<file path="src/rtl/if_id_queue.sv">
// Fetch-to-decode instruction queue: a DEPTH-entry FIFO of {instr, pc} with flush.
// Optional IFQ_BYPASS_EN macro adds a zero-latency path from fetch to decode when empty.
module if_id_queue #(
   parameter int WIDTH = 32,
   parameter int DEPTH = 4
) (
   input  logic                     clk,
   input  logic                     reset,
   input  logic                     in_valid,
   input  logic [WIDTH-1:0]         in_instr,
   input  logic [WIDTH-1:0]         in_pc,
   output logic                     in_ready,
   input  logic                     flush,
   output logic                     out_valid,
   output logic [WIDTH-1:0]         out_instr,
   output logic [WIDTH-1:0]         out_pc,
   input  logic                     out_ready,
   output logic [$clog2(DEPTH):0]   count
);

   localparam int PTR_W = $clog2(DEPTH);
   localparam int CNT_W = PTR_W + 1;
   localparam logic [WIDTH-1:0] NOP = WIDTH'(32'h0000_0013);

   logic [WIDTH-1:0] instr_mem_q [DEPTH];
   logic [WIDTH-1:0] pc_mem_q    [DEPTH];

   logic [PTR_W-1:0] wr_ptr_q, wr_ptr_d;
   logic [PTR_W-1:0] rd_ptr_q, rd_ptr_d;
   logic [CNT_W-1:0] count_q,  count_d;

   logic empty;
   logic full;
   logic push;
   logic pop;
   logic bypass_take;
   logic wr_en;
   logic rd_en;

   assign empty    = (count_q == '0);
   assign full     = (count_q == CNT_W'(DEPTH));
   assign in_ready = !full;
   assign count    = count_q;

   // Head presentation; the stored head is only exposed while the queue holds entries.
   always_comb begin
      // NOTE: every combinational output gets a default first so no latch is inferred.
      out_valid = !empty;
      out_instr = NOP;
      out_pc    = '0;
      if (!empty) begin
         out_instr = instr_mem_q[rd_ptr_q];
         out_pc    = pc_mem_q[rd_ptr_q];
      end
`ifdef IFQ_BYPASS_EN
      if (empty && !flush && reset) begin
         out_valid = in_valid;
         if (in_valid) begin
            out_instr = in_instr;
            out_pc    = in_pc;
         end
      end
`endif
   end

   assign push = in_valid && in_ready && !flush;
   assign pop  = out_valid && out_ready && !flush;

`ifdef IFQ_BYPASS_EN
   // An instruction handed straight to decode never occupies an entry.
   assign bypass_take = empty && push && pop;
`else
   assign bypass_take = 1'b0;
`endif

   assign wr_en = push && !bypass_take;
   assign rd_en = pop  && !bypass_take;

   always_comb begin
      wr_ptr_d = wr_ptr_q;
      rd_ptr_d = rd_ptr_q;
      count_d  = count_q;
      if (flush) begin
         wr_ptr_d = '0;
         rd_ptr_d = '0;
         count_d  = '0;
      end else begin
         if (wr_en) wr_ptr_d = wr_ptr_q + 1'b1;
         if (rd_en) rd_ptr_d = rd_ptr_q + 1'b1;
         unique case ({wr_en, rd_en})
            2'b10:   count_d = count_q + 1'b1;
            2'b01:   count_d = count_q - 1'b1;
            default: count_d = count_q;
         endcase
      end
   end

   always_ff @(posedge clk or negedge reset) begin
      if (!reset) begin
         // NOTE: sequential state uses non-blocking assignments so every register samples pre-edge values.
         wr_ptr_q <= '0;
         rd_ptr_q <= '0;
         count_q  <= '0;
      end else begin
         wr_ptr_q <= wr_ptr_d;
         rd_ptr_q <= rd_ptr_d;
         count_q  <= count_d;
      end
   end

   // NOTE: the storage array is deliberately not reset; entries are unobservable while count is 0.
   always_ff @(posedge clk) begin
      if (wr_en) begin
         instr_mem_q[wr_ptr_q] <= in_instr;
         pc_mem_q[wr_ptr_q]    <= in_pc;
      end
   end

endmodule

</file>
<file path="config.mk">
export PLATFORM = sky130hd
export DESIGN_NAME = if_id_queue
export DESIGN_NICKNAME = d
export VERILOG_FILES = /design/src/rtl/if_id_queue.sv
export SDC_FILE = /design/constraint.sdc
export NUM_CORES = 1
export LEC_CHECK = 0
export ABC_AREA = 1
export CAP_MARGIN = 20
export CELL_PAD_IN_SITES_DETAIL_PLACEMENT = 0
export CELL_PAD_IN_SITES_GLOBAL_PLACEMENT = 1
export CORE_ASPECT_RATIO = 1.5
export CORE_UTILIZATION = 38
export CTS_CLUSTER_DIAMETER = 200
export DETAILED_ROUTE_END_ITERATION = 6
export DONT_BUFFER_PORTS = 1
export GPL_TIMING_DRIVEN = 0
export PLACE_DENSITY_LB_ADDON = 0.3
export SLEW_MARGIN = 20
export SYNTH_ARGS = -nofsm -noshare
export SYNTH_HDL_FRONTEND = slang
export SYNTH_SLANG_ARGS = --single-unit
</file>
<file path="constraint.sdc">
create_clock -name clk -period 4.6 [get_ports clk]
set_clock_uncertainty 0.2 [all_clocks]
set_input_delay 1.15 -clock clk [delete_from_list [all_inputs] [get_ports clk]]
set_output_delay 1.15 -clock clk [all_outputs]
set_load 0.1 [all_outputs]
</file>
**Yosys cells after proc, flatten, opt, wreduce, memory -nomap -nowiden**

Memories as Yosys holds them, arrays and structs flattened.
Cells that the tools add are included.

- Register bits: 7
- Latch bits: 0
- Bits in writable memories: 256
- Bits in read-only memories: 0
- Output and inout bits: 69
- Memories: 2

Memory list:

| name | words | width | rd ports | clocked after Yosys merged registers in | write ports | line | RTL |
|---|---|---|---|---|---|---|---|
| instr_mem_q | 4 | 32 | 1 | 0 | 1 | 25 | `logic [WIDTH-1:0] instr_mem_q [DEPTH];` |
| pc_mem_q | 4 | 32 | 1 | 0 | 1 | 26 | `logic [WIDTH-1:0] pc_mem_q [DEPTH];` |

- Add/subtract/negate cells: 4
- Multiply operators: 0
- Div/mod/pow operators: 0
- $lt $le $gt $ge: 0
- Equal/unequal tests: 3
- Shifts and indexed selects: 0
- Muxes and demuxes: 10
- Bitwise logic cells: 0
- Reduce and logical (&&, ||, !) cells: 11

Operators by type and width:

| operator | count |
|---|---|
| $mux 32 | 2 |
| $mux 2 | 4 |
| $pmux 3 s2 | 1 |
| $add 2x1->2 const B | 2 |
| $logic_and 1x1->1 | 4 |
| $reduce_bool 2->1 | 2 |
| $add 3x1->3 const B | 1 |
| $eq 3x3->1 const B | 1 |
| $logic_not 1->1 | 3 |
| $logic_not 3->1 | 1 |
| $mux 3 | 1 |
| $reduce_bool 3->1 | 1 |
| $sub 3x1->3 const B | 1 |
| $eq 2x1->1 const B | 1 |
| $eq 2x2->1 const B | 1 |
| $mux 1 | 2 |

**Depth between registers and ports, before layout**

- Word-level depth: 7
- Depth in mapped cells: 12

**Worst setup path after synthesis**

Ideal clock, no wire load.

- Path kind: register to register
- Start point: reg count_q[0] (netlist: count[0])
- End point: mem instr_mem_q[0][0], enable pin
- Arrival time: 4.951 ns
- Data required time: 3.914 ns
- Path slack: -1.037 ns
- Cell stages (with the launch flop): 7
- Path buffers: 0
- Period minus slack after synthesis: 5.637 ns
- Cell sequence: dfrtp_1 -> nor2_2 -> nand2_1 -> nand2_1 -> nor2_1 -> inv_1 -> nor2_1

- Cells in the longest elaborated chain, start to end: 6

RTL lines:

| what | line | RTL |
|---|---|---|
| from (decl) | 30 | `logic [CNT_W-1:0] count_q, count_d;` |
| from (signal assigned) | 107 | `count_q <= count_d;` |
| $eq 3x3->1 | 41 | `assign full = (count_q == CNT_W'(DEPTH));` |
| $logic_not 1->1 | 42 | `assign in_ready = !full;` |
| net in_ready | 12 | `output logic in_ready,` |
| $logic_and 1x1->1 (2 in series) | 66 | `assign push = in_valid && in_ready && !flush;` |
| $mux 1 | 113 | `if (wr_en) begin` |
| $mux 1 (not written as such) | 114 | `instr_mem_q[wr_ptr_q] <= in_instr;` |
| to (decl) | 25 |  |

The timed path passes the listed nets, and every way through them passes these cells.

**Worst setup path after layout**

- Start point: reg count_q[2] (netlist: count[2])
- End point: out out_pc[21]

- Cells in the longest elaborated chain, start to end: 2

RTL lines:

| what | line | RTL |
|---|---|---|
| $logic_not 3->1 | 40 | `assign empty = (count_q == '0);` |
| $mux 32 | 51 | `if (!empty) begin` |
| to (decl) | 16 | `output logic [WIDTH-1:0] out_pc,` |

Every way passes these cells.

==> impl.org <==
** Run status
- The flow ran to the end, and the final reports show no timing, DRC or antenna violations.

** Clocking
- Clk slew on worst S/H paths :: roughly 0.060 ns
- Total clock sinks :: 263
- Maximum buffer depth of the clock tree :: 3
- Total number of H-tree levels :: 1
- In this run, post-CTS repair resized a total of 23 instances.
- Once the clock tree was built, the setup fixing pass inserted 0 buffers.
- CTS tree :: done
- In this run, post-CTS hold repair placed 0 buffers.
- Clock buffers created by TritonCTS :: 26
- The cell sitting at the root of the clock tree is a clkbuf_16.
- For the worst-skew pair, the clock arrives at the later sink with an insertion delay of 0.52 ns.

** Synth
- Netlist area before placement :: 10300 um2
- Post-synthesis sequential area ratio :: 76.0%
- Synthesized area per cell :: 12.7 um2
- Net count after synthesis :: 889
- Instance count of the mapped netlist :: 815
- During synthesis, Yosys emitted a total of 0 warnings.
- Cell types with the largest area share after synthesis :: edfxtp_1 74%, nor2_1 9.5%, o21ai_0 6.0%, a21oi_1 3.1%, dfrtp_1 1.7%
- In this run the biggest area consumer among cell types represents between 70% and 80% of the synthesized area.
- Top cell type by total area after synthesis :: edfxtp_1
- Cell variety after synth :: 21
- After synthesis the netlist holds a flip-flop and latch count of approximately 260.

** Die
- From left edge to right edge, the die measures 137 um.
- I/O pin total :: 138
- Area enclosed by the die boundary :: 27900 um2
- Area inside the core boundary :: 26700 um2
- In this run the core area contains 73 standard-cell rows.
- Die Y :: 204 um
- The initial utilization of the core area, before any placement, comes to 38.8%.

** STA
- The worst pin sits at a relative slew slack of 23.3%.
- After layout, the worst path uses 96.2% of the clock period.
- Unrepaired setup endpoints after global routing :: false
- Clock period minus worst slack :: 4.42 ns
- The count of final hold-check violations was 0.
- Setup violations remaining at the end of the flow were counted as 0.
- Slew at the pin closest to its max-slew limit :: around 1.1 ns
- Based on the critical path, the design can be clocked at up to about 0.23 GHz.
- The number of pins with negative max-slew slack in the final report is 0.

** Worst setup path
- STA classifies the critical path startpoint as a flop.
- Arrival time of the worst setup path :: 3.07 ns
- The critical path is of the flop to primary output type.
- Worst path required time :: 3.25 ns
- In this run the worst path has a maximum fanout of 10.
- The worst setup path is captured at a primary output.

** Place
- Input and output buffers added on the ports amount to 0.
- Placed cell area :: 11700 um2
- Detailed-placement wirelength estimate :: about 16000 um
- Routability-driven placement finished with a final weighted congestion of 0.736.

** Layout
- Filler cell count :: about 2300
- Fraction of final layout cells with drive strength greater than 1 :: a little under a fifth
- Post-Layout Inst Area :: 12700 um2
- The number of antenna diodes in the final layout is 0.
- In the final design database the tool counted approximately 930 nets.
- Area added between synthesis and finish :: 22.8%

** Hold path
- The min-delay analysis places its worst path in the category primary input to asynchronous set/reset pin.

** Route
- Final routed wirelength across all metal layers :: 24300 um
- For this run, design rule violations remaining after detail routing come to 0.
- Detailed-route via count :: 6160
- Number of vias per cell :: 5.06
- Routed len/inst :: ~20 um
- Remaining number of nets flagged by the antenna check after routing :: 0
- The first TritonRoute pass finished after 4 iterations.
- The detailed router finished its first iteration with 291 violations.

** GRT
- Maximum number of pins on one net before global-route repair :: 22
- The number of antenna violations at the first check in global routing was 0.
- Global-route wire length before repair :: 36900 um
- Final global-route overflow total :: 0
- Across every metal layer, demand over resource in global routing totals 18.0%.
- The via count of the first global-routing pass is 6187.

** Run
- Number of max-cap violations :: 0
cells by family (layout without fill, tap and decap cells):
logic type      after synthesis  count (layout)  share of synthesized area (%)
fa+ha+maj                     5               5                          0.677
simple gates                287             287                           10.5
xor+xnor                      1               1                         0.0847
buf+inv                      62             127                           3.07
flops                       263             263                           76.0
compound gates              197             197                           9.67
flip-flops by register name (all words and copies together) (netlist names):
register,cells
count,3
pc_mem_q,128
wr_ptr_q,2
rd_ptr_q,2
instr_mem_q,128
layer usage:
layer / vias up / GRT usage [%] / share of wire, % / wire length, um
met5: - / 0 / 0 / 0
met4: 0 / 6.31 / 2.3 / 552
met3: 38 / 4.39 / 7.0 / 1700
met2: 160 / 32.1 / 52 / 12700
met1: 2996 / 20.6 / 38 / 9340
li1: 2966 / - / - / -
cell type report:
cell class	count	area, um2	share of cell area [%]
Clock buffer	31	691	5.44
Clock inverter	17	111	0.877
Buffer	48	265	2.09
Inverter	14	52.6	0.414
Multi-Input combinational cell	490	2910	22.9
Tap cell	337	422	3.32
Timing Repair Buffer	17	380	3.00
Sequential cell	263	7870	61.9
placed cells by master (no fill, tap or decap), drive strengths merged, types with 2 or more instances in the layout:
cell type,instances
a21oi,64
buf,52
clkbuf,44
clkinv,15
dfrtp,7
edfxtp,256
ha,4
inv,15
nand2,22
nand3,2
nor2,263
o21ai,129
o311ai,3
worst max-delay path, stage by stage, from the launching register on:
cell and delay (ns):
dfrtp_2 0.72, inv_1 0.17, nand2_4 0.39, inv_2 0.22, buf_2 0.36, a21oi_4 0.66
synth_stat cells (all sizes together):
cell	n
edfxtp	256
fa	1
a21boi	1
dfrtp	7
o311ai	3
xnor2	1
nor2	263
a21oi	64
o21ai	129
ha	4
inv	14
buf	35
clkbuf	13
nand3	2
nand2	22
path summary, 6_finish.rpt:
check,start,to,slack [ns],depth (start not counted)
max in group asynchronous,reset,count[0],4.01,0
max,count[2],out_pc[21],0.18,5
min reg2reg,wr_ptr_q[1],wr_ptr_q[1],0.43,2
min,reset,count[2],0.11,0
min in group clk,wr_ptr_q[1],wr_ptr_q[1],0.43,2
max reg2reg,count[0],pc_mem_q[3][7],0.85,8
through the flow:
stage               setup slack (ns)  util (%)  setup TNS, ns  cells  hold WS (ns)
floorplan                      -1.04         -        -265.52    815         0.380
global placement               -3.74      41.2        -962.34   1152         0.428
detailed placement            -0.146      44.0          -2.37   1169         0.427
CTS                            0.125      47.6              0   1217        0.0884
global route                  0.0852      47.6              0   1217        0.0847
finish                         0.175      47.6              0   1217         0.113
Power is not shown: default switching activity piles up to over one toggle a cycle in this logic, so the estimate is an artifact.
